File: src/rtl/agdc_pkg.sv
// Shared state codes, direction encoding and helpers for the garage door controller.
package agdc_pkg;

    localparam int unsigned STATE_W = 3;

    typedef enum logic [STATE_W-1:0] {
        ST_IDLE  = 3'd0,
        ST_MV_DN = 3'd1,
        ST_MV_UP = 3'd2,
        ST_STOP  = 3'd3,
        ST_FAULT = 3'd4
    } state_e;

    localparam logic DIR_UP = 1'b1;
    localparam logic DIR_DN = 1'b0;

    function automatic logic is_moving(input state_e s);
        return (s == ST_MV_UP) || (s == ST_MV_DN);
    endfunction

endpackage

File: src/rtl/agdc_debounce.sv
// Button conditioner: 2-flop synchroniser, stable-high counter, one pulse per press.
module agdc_debounce
    import agdc_pkg::*;
#(
    parameter int unsigned DEBOUNCE_CYCLES = 4
) (
    input  logic CLK,
    input  logic RST,
    input  logic din,
    output logic pulse
);

    localparam int unsigned CW = $clog2(DEBOUNCE_CYCLES + 1);
    localparam logic [CW-1:0] CNT_MAX  = CW'(DEBOUNCE_CYCLES);
    localparam logic [CW-1:0] CNT_LAST = CW'(DEBOUNCE_CYCLES - 1);

    logic          s1_q;
    logic          s2_q;
    logic [CW-1:0] cnt_q;
    logic [CW-1:0] cnt_d;

    // Counter saturates at DEBOUNCE_CYCLES so a held button cannot re-fire.
    always_comb begin
        cnt_d = cnt_q;
        if (!s2_q) begin
            cnt_d = '0;
        end else if (cnt_q != CNT_MAX) begin
            cnt_d = cnt_q + 1'b1;
        end
    end

    always_ff @(posedge CLK or negedge RST) begin
        if (!RST) begin
            s1_q  <= 1'b0;
            s2_q  <= 1'b0;
            cnt_q <= '0;
        end else begin
            s1_q  <= din;
            s2_q  <= s1_q;
            cnt_q <= cnt_d;
        end
    end

    assign pulse = s2_q && (cnt_q == CNT_LAST);

endmodule

File: src/rtl/agdc_ctrl_param.sv
// Garage door controller: limit-driven motor FSM with stop/reverse, obstruction
// handling, motor-run watchdog and latched fault.
module agdc_ctrl_param
    import agdc_pkg::*;
#(
    parameter int unsigned TIMEOUT_CYCLES  = 1024,
    parameter int unsigned DEBOUNCE_CYCLES = 4,
    parameter bit          OBSTRUCT_REV    = 1'b1
) (
    input  logic               CLK,
    input  logic               RST,
    input  logic               UP_Max,
    input  logic               DN_Max,
    input  logic               Activate,
    input  logic               Obstruct,
    input  logic               Clear,
    output logic               UP_M,
    output logic               DN_M,
    output logic               Fault,
    output logic [STATE_W-1:0] State
);

    localparam int unsigned   TW     = $clog2(TIMEOUT_CYCLES);
    localparam logic [TW-1:0] T_LAST = TW'(TIMEOUT_CYCLES - 1);

    logic          rst_meta_q;
    logic          rst_sync_q;
    logic          act_pulse;
    state_e        state_q;
    state_e        state_d;
    logic          dir_q;
    logic          dir_d;
    logic [TW-1:0] timer_q;
    logic [TW-1:0] timer_d;
    logic          up_m_q;
    logic          dn_m_q;
    logic          fault_q;
    logic          both_lim;
    logic          timeout;

    // Reset asserts immediately, releases two clocks after RST rises.
    always_ff @(posedge CLK or negedge RST) begin
        if (!RST) begin
            rst_meta_q <= 1'b0;
            rst_sync_q <= 1'b0;
        end else begin
            rst_meta_q <= 1'b1;
            rst_sync_q <= rst_meta_q;
        end
    end

    agdc_debounce #(
        .DEBOUNCE_CYCLES(DEBOUNCE_CYCLES)
    ) u_debounce (
        .CLK  (CLK),
        .RST  (rst_sync_q),
        .din  (Activate),
        .pulse(act_pulse)
    );

    assign both_lim = UP_Max & DN_Max;
    assign timeout  = (timer_q == T_LAST);

    always_comb begin
        state_d = state_q;
        unique case (state_q)
            ST_IDLE: begin
                if (both_lim)       state_d = ST_FAULT;
                else if (act_pulse) state_d = UP_Max ? ST_MV_DN : ST_MV_UP;
            end
            ST_MV_DN: begin
                if (both_lim)       state_d = ST_FAULT;
                else if (timeout)   state_d = ST_FAULT;
                else if (DN_Max)    state_d = ST_IDLE;
                else if (Obstruct)  state_d = OBSTRUCT_REV ? ST_MV_UP : ST_STOP;
                else if (act_pulse) state_d = ST_STOP;
            end
            ST_MV_UP: begin
                if (both_lim)       state_d = ST_FAULT;
                else if (timeout)   state_d = ST_FAULT;
                else if (UP_Max)    state_d = ST_IDLE;
                else if (act_pulse) state_d = ST_STOP;
            end
            ST_STOP: begin
                if (both_lim)       state_d = ST_FAULT;
                else if (act_pulse) state_d = (dir_q == DIR_UP) ? ST_MV_DN : ST_MV_UP;
            end
            ST_FAULT: begin
                if (Clear && !both_lim) state_d = ST_IDLE;
            end
            default: state_d = ST_FAULT;
        endcase
    end

    // Any state change into a moving state (including reversal) restarts the watchdog.
    always_comb begin
        timer_d = '0;
        if (is_moving(state_d) && (state_d == state_q)) begin
            timer_d = timeout ? timer_q : timer_q + 1'b1;
        end
    end

    always_comb begin
        dir_d = dir_q;
        if (state_d == ST_MV_UP)      dir_d = DIR_UP;
        else if (state_d == ST_MV_DN) dir_d = DIR_DN;
    end

    always_ff @(posedge CLK or negedge rst_sync_q) begin
        if (!rst_sync_q) begin
            state_q <= ST_IDLE;
            dir_q   <= DIR_UP;
            timer_q <= '0;
            up_m_q  <= 1'b0;
            dn_m_q  <= 1'b0;
            fault_q <= 1'b0;
        end else begin
            state_q <= state_d;
            dir_q   <= dir_d;
            timer_q <= timer_d;
            up_m_q  <= (state_d == ST_MV_UP);
            dn_m_q  <= (state_d == ST_MV_DN);
            fault_q <= (state_d == ST_FAULT);
        end
    end

    assign UP_M  = up_m_q;
    assign DN_M  = dn_m_q;
    assign Fault = fault_q;
    assign State = state_q;

endmodule

File: config.mk
export PLATFORM = sky130hd
export DESIGN_NAME = agdc_ctrl_param
export DESIGN_NICKNAME = d
export VERILOG_FILES = /design/src/rtl/agdc_pkg.sv /design/src/rtl/agdc_debounce.sv /design/src/rtl/agdc_ctrl_param.sv
export SDC_FILE = /design/constraint.sdc
export NUM_CORES = 1
export LEC_CHECK = 0
export CORE_ASPECT_RATIO = 1.25
export CORE_MARGIN = 2
export CORE_UTILIZATION = 51
export DETAILED_ROUTE_END_ITERATION = 10
export PLACE_DENSITY = 0.72
export SLEW_MARGIN = 5
export SYNTH_ARGS = -nofsm -noshare
export SYNTH_HDL_FRONTEND = slang
export SYNTH_SLANG_ARGS = --single-unit
File: constraint.sdc
create_clock -name CLK -period 1.1 [get_ports CLK]
set_clock_uncertainty 0.05 [all_clocks]
set_input_delay 0.275 -clock CLK [delete_from_list [all_inputs] [get_ports CLK]]
set_output_delay 0.275 -clock CLK [all_outputs]
set_load 0.05 [all_outputs]
---- After elaboration in Yosys (flattened, before gate mapping) ----
Cells that the tools add are included.
storage, ports and cells
  register bits ........................... 24
  bits of input ports ..................... 7
  output and inout port bits .............. 6
  word-level logic and storage cells ...... 56
operators by class
  add/subtract/negate cells ............... 2
  eq/ne operators ......................... 13
  muxes and demuxes ....................... 22
  bitwise operators ....................... 1
  reductions and logical operators ........ 7
operator list
  kind                                                             count
  3-bit 2-to-1 mux                                                 15
  10-bit 2-to-1 mux                                                2
  3-bit case mux with 5 select lines                               1
  3-bit by 2-bit == test with 1-bit output, second input constant  4
  10-bit by 1-bit adder with 10-bit output, second input constant  1
  10-bit == test, second input constant                            1
  3-bit by 1-bit == test with 1-bit output, second input constant  2
  3-bit == test, second input constant                             2
  2-bit 2-to-1 mux                                                 2
  2-bit != test, second input constant                             2
  3-bit by 1-bit adder with 3-bit output, second input constant    1
  3-bit == test                                                    1
  1-bit logical AND                                                3
  3-bit logical NOT                                                1
  3-bit != test, second input constant                             1
  1-bit 2-to-1 mux                                                 2
  2-bit nonzero test                                               1
  1-bit AND                                                        1
  1-bit logical NOT                                                1
  1-bit logical OR                                                 1

---- Depth between registers and ports, before layout ----
Gate-level depths: netlist of the first run.
  depth in word-level cells ............... 12
  mapped depth ............................ 8
  mapped depth without buffers ............ 8

---- Cells and area by module ----
A second synthesis of the first run with hierarchy kept.
second synthesis, totals
  cells, all modules ...................... 123
  area, all modules ....................... 1256.2 um^2
modules (own cells, without submodules)
  module           instances  cells each  area an instance (um^2)  seq. area each (um^2)
  agdc_ctrl_param  1          103         1028.5                   476.7
  agdc_debounce    1          20          227.7                    125.1

---- Least setup slack after synthesis of the first run ----
No wires, ideal clock.
  path kind ............................... reg-to-reg
  start ................................... reg state_q[0], in the netlist State[0]
  end ..................................... reg timer_q[8]
  library setup time ...................... 0.081 ns
  arrival time ............................ 2.323 ns
  required time ........................... 0.969 ns
  setup slack ............................. -1.354 ns
  stages on the path, launching flop included .. 8
  path buffers ............................ 1
  period minus slack after synthesis ...... 2.454 ns
  path through ............................ dfrtp_1 buf_4 or4b_4 o2bb2ai_4 a22oi_4 nor4_4 o2111ai_4 nor3_2
between the ends
  word-level cells in the longest chain between the ends .. 10
  elaborated cells between the ends (all ways) .. 26
  classes of those cells .................. 8 x eq/ne; 15 x mux; 3 x reduce/logical
RTL lines
  element                                                                                                      RTL line                                      text
  start, declared                                                                                              agdc_ctrl_param.sv:29                         state_e state_q;
  start signal, assigned                                                                                       agdc_ctrl_param.sv:118                        state_q <= state_d;
  3-bit 2-to-1 mux                                                                                             agdc_ctrl_param.sv:76, agdc_ctrl_param.sv:82
  3-bit 2-to-1 mux                                                                                             agdc_ctrl_param.sv:75                         else if (Obstruct) state_d = OBSTRUCT_REV ? ST_MV_UP : ST_STOP;
  3-bit 2-to-1 mux                                                                                             agdc_ctrl_param.sv:74                         else if (DN_Max) state_d = ST_IDLE;
  3-bit 2-to-1 mux                                                                                             agdc_ctrl_param.sv:73                         else if (timeout) state_d = ST_FAULT;
  3-bit 2-to-1 mux                                                                                             agdc_ctrl_param.sv:72                         if (both_lim) state_d = ST_FAULT;
  3-bit case mux with 5 select lines                                                                           agdc_ctrl_param.sv:66                         unique case (state_q)
  3-bit by 2-bit == test with 1-bit output / 3-bit by 1-bit == test with 1-bit output (equally long branches)  agdc_pkg.sv:18                                return (s == ST_MV_UP) || (s == ST_MV_DN);
  1-bit logical OR                                                                                             agdc_pkg.sv:18
  1-bit logical AND *                                                                                          agdc_ctrl_param.sv:98                         if (is_moving(state_d) && (state_d == state_q)) begin
  2-bit != test (no source line) / 10-bit 2-to-1 mux (equally long branches)                                   --
  end signal, assigned                                                                                         agdc_ctrl_param.sv:120                        timer_q <= timer_d;
  end, declared                                                                                                agdc_ctrl_param.sv:33                         logic [TW-1:0] timer_q;
Every way passes the cells marked *; elsewhere a longest branch is shown, timed or not.
A chain may end at the register's enable or synchronous reset.

---- Worst setup path in the final report of the first run ----
  start ................................... reg u_debounce.cnt_q[0]
  end ..................................... reg timer_q[1]
between the ends
  word-level cells in the longest chain between the ends .. 12
  elaborated cells between the ends (all ways) .. 22
  classes of those cells .................. 5 x eq/ne; 14 x mux; 3 x reduce/logical
RTL lines
  element                                                                                                      RTL line                                      text
  start, declared                                                                                              agdc_debounce.sv:19                           logic [CW-1:0] cnt_q;
  start signal, assigned                                                                                       agdc_debounce.sv:40                           cnt_q <= cnt_d;
  3-bit by 2-bit == test with 1-bit output *                                                                   agdc_debounce.sv:44                           assign pulse = s2_q && (cnt_q == CNT_LAST);
  1-bit logical AND *                                                                                          agdc_debounce.sv:44
  3-bit 2-to-1 mux                                                                                             agdc_ctrl_param.sv:76, agdc_ctrl_param.sv:82
  3-bit 2-to-1 mux                                                                                             agdc_ctrl_param.sv:75
  3-bit 2-to-1 mux                                                                                             agdc_ctrl_param.sv:74
  3-bit 2-to-1 mux                                                                                             agdc_ctrl_param.sv:73
  3-bit 2-to-1 mux                                                                                             agdc_ctrl_param.sv:72
  3-bit case mux with 5 select lines *                                                                         agdc_ctrl_param.sv:66
  3-bit by 2-bit == test with 1-bit output / 3-bit by 1-bit == test with 1-bit output (equally long branches)  agdc_pkg.sv:18
  1-bit logical OR                                                                                             agdc_pkg.sv:18
  1-bit logical AND *                                                                                          agdc_ctrl_param.sv:98
  2-bit != test (no source line) / 10-bit 2-to-1 mux (equally long branches)                                   --
Marked as above.

==> results of run 1 <==
-- logic make-up after synthesis --
kind of cell | count (synthesis) | share of synthesized area [%]
AND/OR/NAND/NOR | 62 | 26.9
AO/OA/AOI/OAI | 24 | 16.6
flip-flops | 24 | 43.1
buffers and inverters | 11 | 3.67
XOR/XNOR | 6 | 3.76
adder cells (fa/ha/maj) | 5 | 4.30
multiplexers | 2 | 1.43
other | 1 | 0.269
-- power by group through the flow --
stage	Clock, mW	Sequential, mW	Combinational, mW
global placement	0	1.08	0.899
CTS	0.651	1.07	1.22
floorplan	0	1.16	0.417
global route	0.691	1.12	1.65
detailed placement	0	1.09	0.954
finish	0.662	1.11	1.57
-- metrics by stage --
step | std cells | TNS, ns | total power, mW | area [um2]
floorplan | 135 | -14.39 | 1.58 | 1470
global placement | 225 | -18.23 | 1.98 | 2020
detailed placement | 225 | -19.27 | 2.05 | 2020
CTS | 238 | -19.05 | 2.94 | 2230
global route | 241 | -22.40 | 3.46 | 2380
finish | 241 | -21.12 | 3.35 | 2380
-- per-layer routing --
layer | vias up | wire, um | track usage [%]
li1 | 635 | - | -
met1 | 720 | 1890 | 36.3
met2 | 62 | 2830 | 58.6
met3 | 18 | 220 | 5.02
met4 | 0 | 176 | 13.2
met5 | - | 0 | 0
-- state kept, by name, indices dropped and copies added, names as in the netlist --
| register | flops |
|---|---|
| DN_M | 1 |
| Fault | 1 |
| State | 3 |
| UP_M | 1 |
| dir_q | 1 |
| rst_meta_q | 1 |
| rst_sync_q | 1 |
| timer_q | 10 |
| u_debounce.cnt_q | 3 |
| u_debounce.s1_q | 1 |
| u_debounce.s2_q | 1 |
-- critical path, cell delays in order (launching register included) --
cell and delay (ns):
dfrtp_1 0.45, ha_4 0.17, ha_4 0.15, buf_4 0.11, buf_6 0.08, o211ai_1 0.08
nor3_1 0.20, buf_4 0.18, nor2_1 0.06, a211oi_2 0.41, o2111ai_4 0.26, a21oi_1 0.21
-- path summary, 6_finish.rpt --
kind / from / slack [ns] / endpoint / cells past startpoint
max: u_debounce.cnt_q[0]$_DFFE_PN0P_ / -1.40 / timer_q[1]$_DFFE_PN0P_ / 11
min in group CLK: rst_meta_q$_DFF_PN0_ / 0.32 / rst_sync_q$_DFF_PN0_ / 0
max reg2reg: u_debounce.cnt_q[0]$_DFFE_PN0P_ / -1.40 / timer_q[1]$_DFFE_PN0P_ / 11
max in group asynchronous: rst_sync_q$_DFF_PN0_ / 0.55 / dir_q$_DFFE_PN1P_ / 1
min: RST / 0.03 / rst_meta_q$_DFF_PN0_ / 1
min reg2reg: rst_sync_q$_DFF_PN0_ / 0.18 / timer_q[0]$_DFFE_PN0P_ / 1
-- cell type report --
class,count,share of cell area [%]
Clock buffer,3,0.947
Clock inverter,1,1.26
Tap cell,34,1.79
Sequential cell,24,25.5
Multi-Input combinational cell,101,40.6
Timing Repair Buffer,72,28.7
Inverter,6,1.16
-- placed cells by master (no fill, tap or decap), drive strengths merged, types with 2 or more instances in the layout --
cell type / netlist / routed
dfrtp: 23 / 23
nor4: 3 / 3
and2: 2 / 2
xnor2: 3 / 3
o31ai: 2 / 2
ha: 4 / 4
a31oi: 2 / 2
inv: 6 / 6
nor2: 17 / 17
nand2: 7 / 7
nor3b: 3 / 3
mux2i: 2 / 2
o2111ai: 1 / 2
clkbuf: 1 / 3
buf: 4 / 66
and3: 2 / 2
clkdlybuf4s50: 0 / 6
or3: 2 / 2
nand4: 2 / 2
nand3: 9 / 9
and3b: 3 / 3
xor2: 3 / 3
a21boi: 3 / 3
o211ai: 2 / 2
nor3: 6 / 6
o21ai: 2 / 2
a21oi: 4 / 4
-- timing repair --
action | CTS | global route
setup endpoints to repair | 26 | 26
gates cloned | 1 | 0
gates resized for setup | 21 | 26
setup buffers | 9 | 5
pin swaps | 11 | 12
==> metrics.log, run 1 <==
INFO  metric category_of_the_most_critical_setup_path = register to register
INFO  metric synth_edf_count = 0
INFO  metric timing.final.crit_share = 228%
INFO  metric mappedNetlistNets = 146
INFO  metric power.switching_fraction = between 30% and 40%
INFO  metric p_comb_share = between 40% and 50%
INFO  metric finalCriticalPeriod = 2.50 ns
INFO  metric portion_of_synthesized_cell_area_occupied_by_the_leading_cell_type = between 40% and 50%
INFO  metric hold_buffers = 0
INFO  metric synth.top_cells.by_count = dfrtp_1 (23), nor2_1 (17), nand3_1 (9)
INFO  metric num_cts_buffers = 3
INFO  metric worst_hold_path_type = input pin to async pin
INFO  metric dr.pass1.iters = 5
INFO  metric timing.critical_path.to_type = register
INFO  metric cp.required = around 1.3 ns
INFO  metric power_per_cell_area = approximately 1400 mW/mm2
INFO  metric highest_clock_rate = ~0.4 GHz
INFO  metric pre_cts_ws = -1.35 ns
INFO  metric grt_first_pass_wirelength = approximately 7500 um
INFO  metric number_of_global_route_vias_before_repair = 1503
INFO  metric cap_viol_max_count = 0
INFO  metric grt.total_usage = 32.2%
INFO  metric antenna_cells_inserted = 0
INFO  metric syn2layout_area_growth = 70.3%
INFO  metric cts_buffer_depth = 2
INFO  metric drt_drc_violations_left = 0
INFO  metric synth_seq_cells = 24
INFO  metric overall_die_area = 0.00318 mm2
INFO  metric largest_net_degree_at_the_start_of_global_routing = 23
INFO  metric nets = about 220
INFO  metric hold_viol = 0
INFO  metric gp_congestion = about 0.95
INFO  metric ant_nets = 0
INFO  metric grt_setup_unrepaired = true
INFO  metric cts_sinks = 24
INFO  metric critical_path.startpoint_type = register
INFO  metric ys_warn_count = 0
INFO  metric synth-seq-area-share = a little over two fifths
INFO  metric design.core.area = 0.00265 mm2
INFO  metric fill_cell_count = between 100 and 150
INFO  metric detail_route.wl_per_cell = 21.2 um
INFO  metric ys_top_cells_by_area = dfrtp_1 (41%), nor2_1 (4.6%), ha_1 (3.6%), nand3_1 (3.2%), nor3_2 (2.2%)
INFO  metric final-seq-area = around 610 um2
INFO  metric netlist-cell-type-count = 48
INFO  metric post-synth-top-count-cell = dfrtp_1
INFO  metric start_util = 52.6%
INFO  metric clockPowerShare = about a fifth
INFO  metric detailroute.via_count = approximately 1400
INFO  metric core.rowCount = 21
INFO  metric ios = 13
INFO  metric clk_pin_slew_worst_paths = around 0.14 ns
INFO  metric power.ir.vdd_worst = 1.52 mV
INFO  metric die_width = a little over 50 um
INFO  metric synth-async-reset-ratio = 100%
INFO  metric post_synth_inst_count = about 140
INFO  metric power_leakage = roughly 1.0 nW
INFO  metric synth_largest_area_cell = dfrtp_1
INFO  metric crit_arrival = between 2 and 3 ns
INFO  metric h-tree-depth = 1
INFO  metric seq_power_share = between 30 and 40%
INFO  metric drt_wl_total = 5110 um
INFO  metric synth.avg_cell_area = about 10 um2
INFO  metric tritoncts = yes
INFO  metric drv_slew = 0
INFO  metric violations = setup timing
INFO  metric clock_insertion_delay_worst_skew = ~0.33 ns
INFO  metric drive_above_1_share = 56.0%
INFO  metric area_of_combinational_cells_with_multiple_inputs = approximately 970 um2
INFO  metric final_core_occ = 89.6%
INFO  metric netlist_area = 0.00140 mm2
INFO  metric cts_root_buf = clkbuf_4
INFO  metric synthFlopType = dfrtp_1
INFO  metric p_switching = 1.16 mW
INFO  metric dieHeight = ~63 um
INFO  metric run_status = finished, violations left
INFO  metric critical_path.max_fanout = 5
INFO  metric antenna_found_initial = 0
INFO  metric grt.overflow.total = 0
INFO  metric per_cell_via_count_in_the_routed_design = slightly below 6
INFO  metric final-setup-viol-count = 26
INFO  metric final.hold.worst_slack = 0.0344 ns
INFO  metric detailedPlacementHpwl = 2800 um
INFO  metric finalWorstSetupSlack = -1.40 ns
INFO  metric port-buffer-count = 12
INFO  metric first_iter_violations = between 60 and 70
INFO  metric cellInternalPower = between 2 and 2.5 mW
No activity file was read; power rests on OpenSTA's default activity.
==> run 2: changes to the inputs <==
Settings changed: CORE_UTILIZATION 51 to 45, PLACE_DENSITY 0.72 to 0.65.
==> run 2 against run 1 <==
Non-clock buffer count rose by 9. Via count shrank 0.21%. Global-route usage is 4.9 points lower. Critical path depth fell by 3. Cell count rose by 4.6%. Register-to-register slack improved by 0.09 ns. Cell area up 2.8%. Clock-buffer cell count is the same. Sequential power about the same. Sequential share of layout area is 0.76 points lower. The run still ends with setup timing left. Fmax is 3.9% higher.
==> metrics.log, run 2 (synthesis results as in run 1) <==
INFO  metric clock_insertion_delay_worst_skew = ~0.33 ns
INFO  metric power.ir.vdd_worst = 1.47 mV
INFO  metric drv_slew = 0
INFO  metric grt_first_pass_wirelength = roughly 7000 um
INFO  metric hold_viol = 0
INFO  metric crit_arrival = 2.61 ns
INFO  metric finalCriticalPeriod = around 2.4 ns
INFO  metric critical_path.startpoint_type = register
INFO  metric power_leakage = approximately 1.1 nW
INFO  metric cts_root_buf = clkbuf_4
INFO  metric detail_route.wl_per_cell = 18.2 um
INFO  metric grt_setup_unrepaired = true
INFO  metric layout_common_cells = buf_4 (55), dfrtp_1 (20), nor2_1 (14), buf_6 (14), nand3_1 (8)
INFO  metric grt.total_usage = between 20% and 30%
INFO  metric pre_cts_ws = -1.37 ns
INFO  metric critical_path.max_fanout = 5
INFO  metric finalWorstSetupSlack = -1.31 ns
INFO  metric fill_cell_count = about 170
INFO  metric highest_clock_rate = slightly above 0.4 GHz
INFO  metric die_width = roughly 54 um
INFO  metric drive_above_1_share = between 50% and 60%
INFO  metric timing.final.crit_share = 219%
INFO  metric nets = around 230
INFO  metric worst_hold_path_type = input pin to async pin
INFO  metric grt.overflow.total = 0
INFO  metric layout.cells.most_common = buf_4
INFO  metric cp.required = 1.31 ns
INFO  metric r2r_cell_count = 8
INFO  metric gp_congestion = 0.915
INFO  metric clk_pin_slew_worst_paths = about 0.13 ns
INFO  metric area_of_combinational_cells_with_multiple_inputs = 967 um2
INFO  metric final-setup-viol-count = 24
INFO  metric ant_nets = 0
INFO  metric core.rowCount = 22
INFO  metric first_iter_violations = 42
INFO  metric run_status = finished, violations left
INFO  metric per_cell_via_count_in_the_routed_design = about 5.7
INFO  metric largest_net_degree_at_the_start_of_global_routing = 15
INFO  metric tritoncts = yes
INFO  metric drt_drc_violations_left = 0
INFO  metric antenna_cells_inserted = 0
INFO  metric category_of_the_most_critical_setup_path = register to register
INFO  metric cts_sinks = 24
INFO  metric dr.pass1.iters = 4
INFO  metric cp-startpoint = u_debounce.cnt_q[0]$_DFFE_PN0P_
INFO  metric final_core_occ = about 83%
INFO  metric power_per_cell_area = 1270 mW/mm2
INFO  metric critical_path_buf_inv_count = 0
INFO  metric antenna_found_initial = 0
INFO  metric port-buffer-count = 12
INFO  metric number_of_flip_flops_in_the_largest_register = 10
INFO  metric final-seq-area = around 600 um2
INFO  metric num_cts_buffers = 3
INFO  metric violations = setup timing
INFO  metric path_cells = ha_2 > ha_4 > and3b_2 > a32o_2 > a22oi_4 > mux2i_4 > o2111ai_2 > nor2_1
INFO  metric largest-register = timer_q
INFO  metric kind_of_cell_adding_the_most_delay_to_the_critical_path = compound AO/OA/AOI/OAI gates
INFO  metric place_inst = ~240
INFO  metric cp_num_cells = 8
INFO  metric number_of_global_route_vias_before_repair = around 1500
INFO  metric start_util = between 40% and 50%
INFO  metric crit_slowest_cell = dfrtp_1
INFO  metric timing.rr.start = u_debounce.cnt_q[0]$_DFFE_PN0P_
INFO  metric timing.critical_path.to_type = register
INFO  metric ios = 13
INFO  metric detailedPlacementHpwl = roughly 2700 um
INFO  metric design.core.area = 0.00295 mm2
INFO  metric cts_buffer_depth = 2
INFO  metric dieHeight = 66.3 um
INFO  metric finalNonFillerCells = 252
INFO  metric cap_viol_max_count = 0
INFO  metric critical_path.max_stage_delay = 0.41 ns
INFO  metric h-tree-depth = 1
INFO  metric detailroute.via_count = between 1000 and 1500
INFO  metric drt_wl_total = around 4600 um
INFO  metric syn2layout_area_growth = 75.2%
INFO  metric overall_die_area = roughly 0.0036 mm2
INFO  metric hold_buffers = 0
run 2: per-stage QoR:
step	cell area [um2]	TNS, ns	hold WS, ns	power [mW]
2_1_floorplan	1470	-14.39	-0.0706	1.58
3_3_place_gp	2090	-18.79	0.114	2.01
3_5_place_dp	2090	-19.67	0.114	2.06
4_1_cts	2310	-18.18	0.0325	2.90
5_1_grt	2450	-21.37	0.0210	3.25
6_report	2450	-19.78	0.0274	3.11
run 2: where the power goes:
group	switching (mW)	internal, mW	leakage (nW)
clock network	0.284	0.369	0.0279
logic	0.638	0.730	0.749
registers	0.0928	0.993	0.312
run 2: what timing repair did:
item,CTS,global route
buffers inserted,7,10
hold endpoints to repair,0,0
gates cloned,1,0
endpoints found under the setup margin,26,26
pin swaps,11,8
resized for setup,28,21
run 2: layout make-up:
type                            instances  area share, %
Tap cell                               36           1.84
Clock inverter                          1           1.23
Clock buffer                            3          0.921
Inverter                                6           1.02
Timing Repair Buffer                   81           30.7
Multi-Input combinational cell        101           39.5
Sequential cell                        24           24.8
run 2: worst paths after layout:
kind,slack (ns),end
max,-1.31,timer_q[0]$_DFFE_PN0P_
min,0.03,rst_meta_q$_DFF_PN0_
max reg2reg,-1.31,timer_q[0]$_DFFE_PN0P_
min reg2reg,0.12,UP_M$_DFF_PN0_
max in group asynchronous,0.66,State[2]$_DFF_PN0_
min in group CLK,0.32,rst_sync_q$_DFF_PN0_
run 2: metal layers:
layer	global-route usage (%)	vias up	routed length (um)	share of wire [%]
li1	-	649	-	-
met1	28.0	729	1710	37
met2	51.8	38	2550	56
met3	3.39	16	132	2.9
met4	12.5	0	197	4.3
met5	0	-	0	0
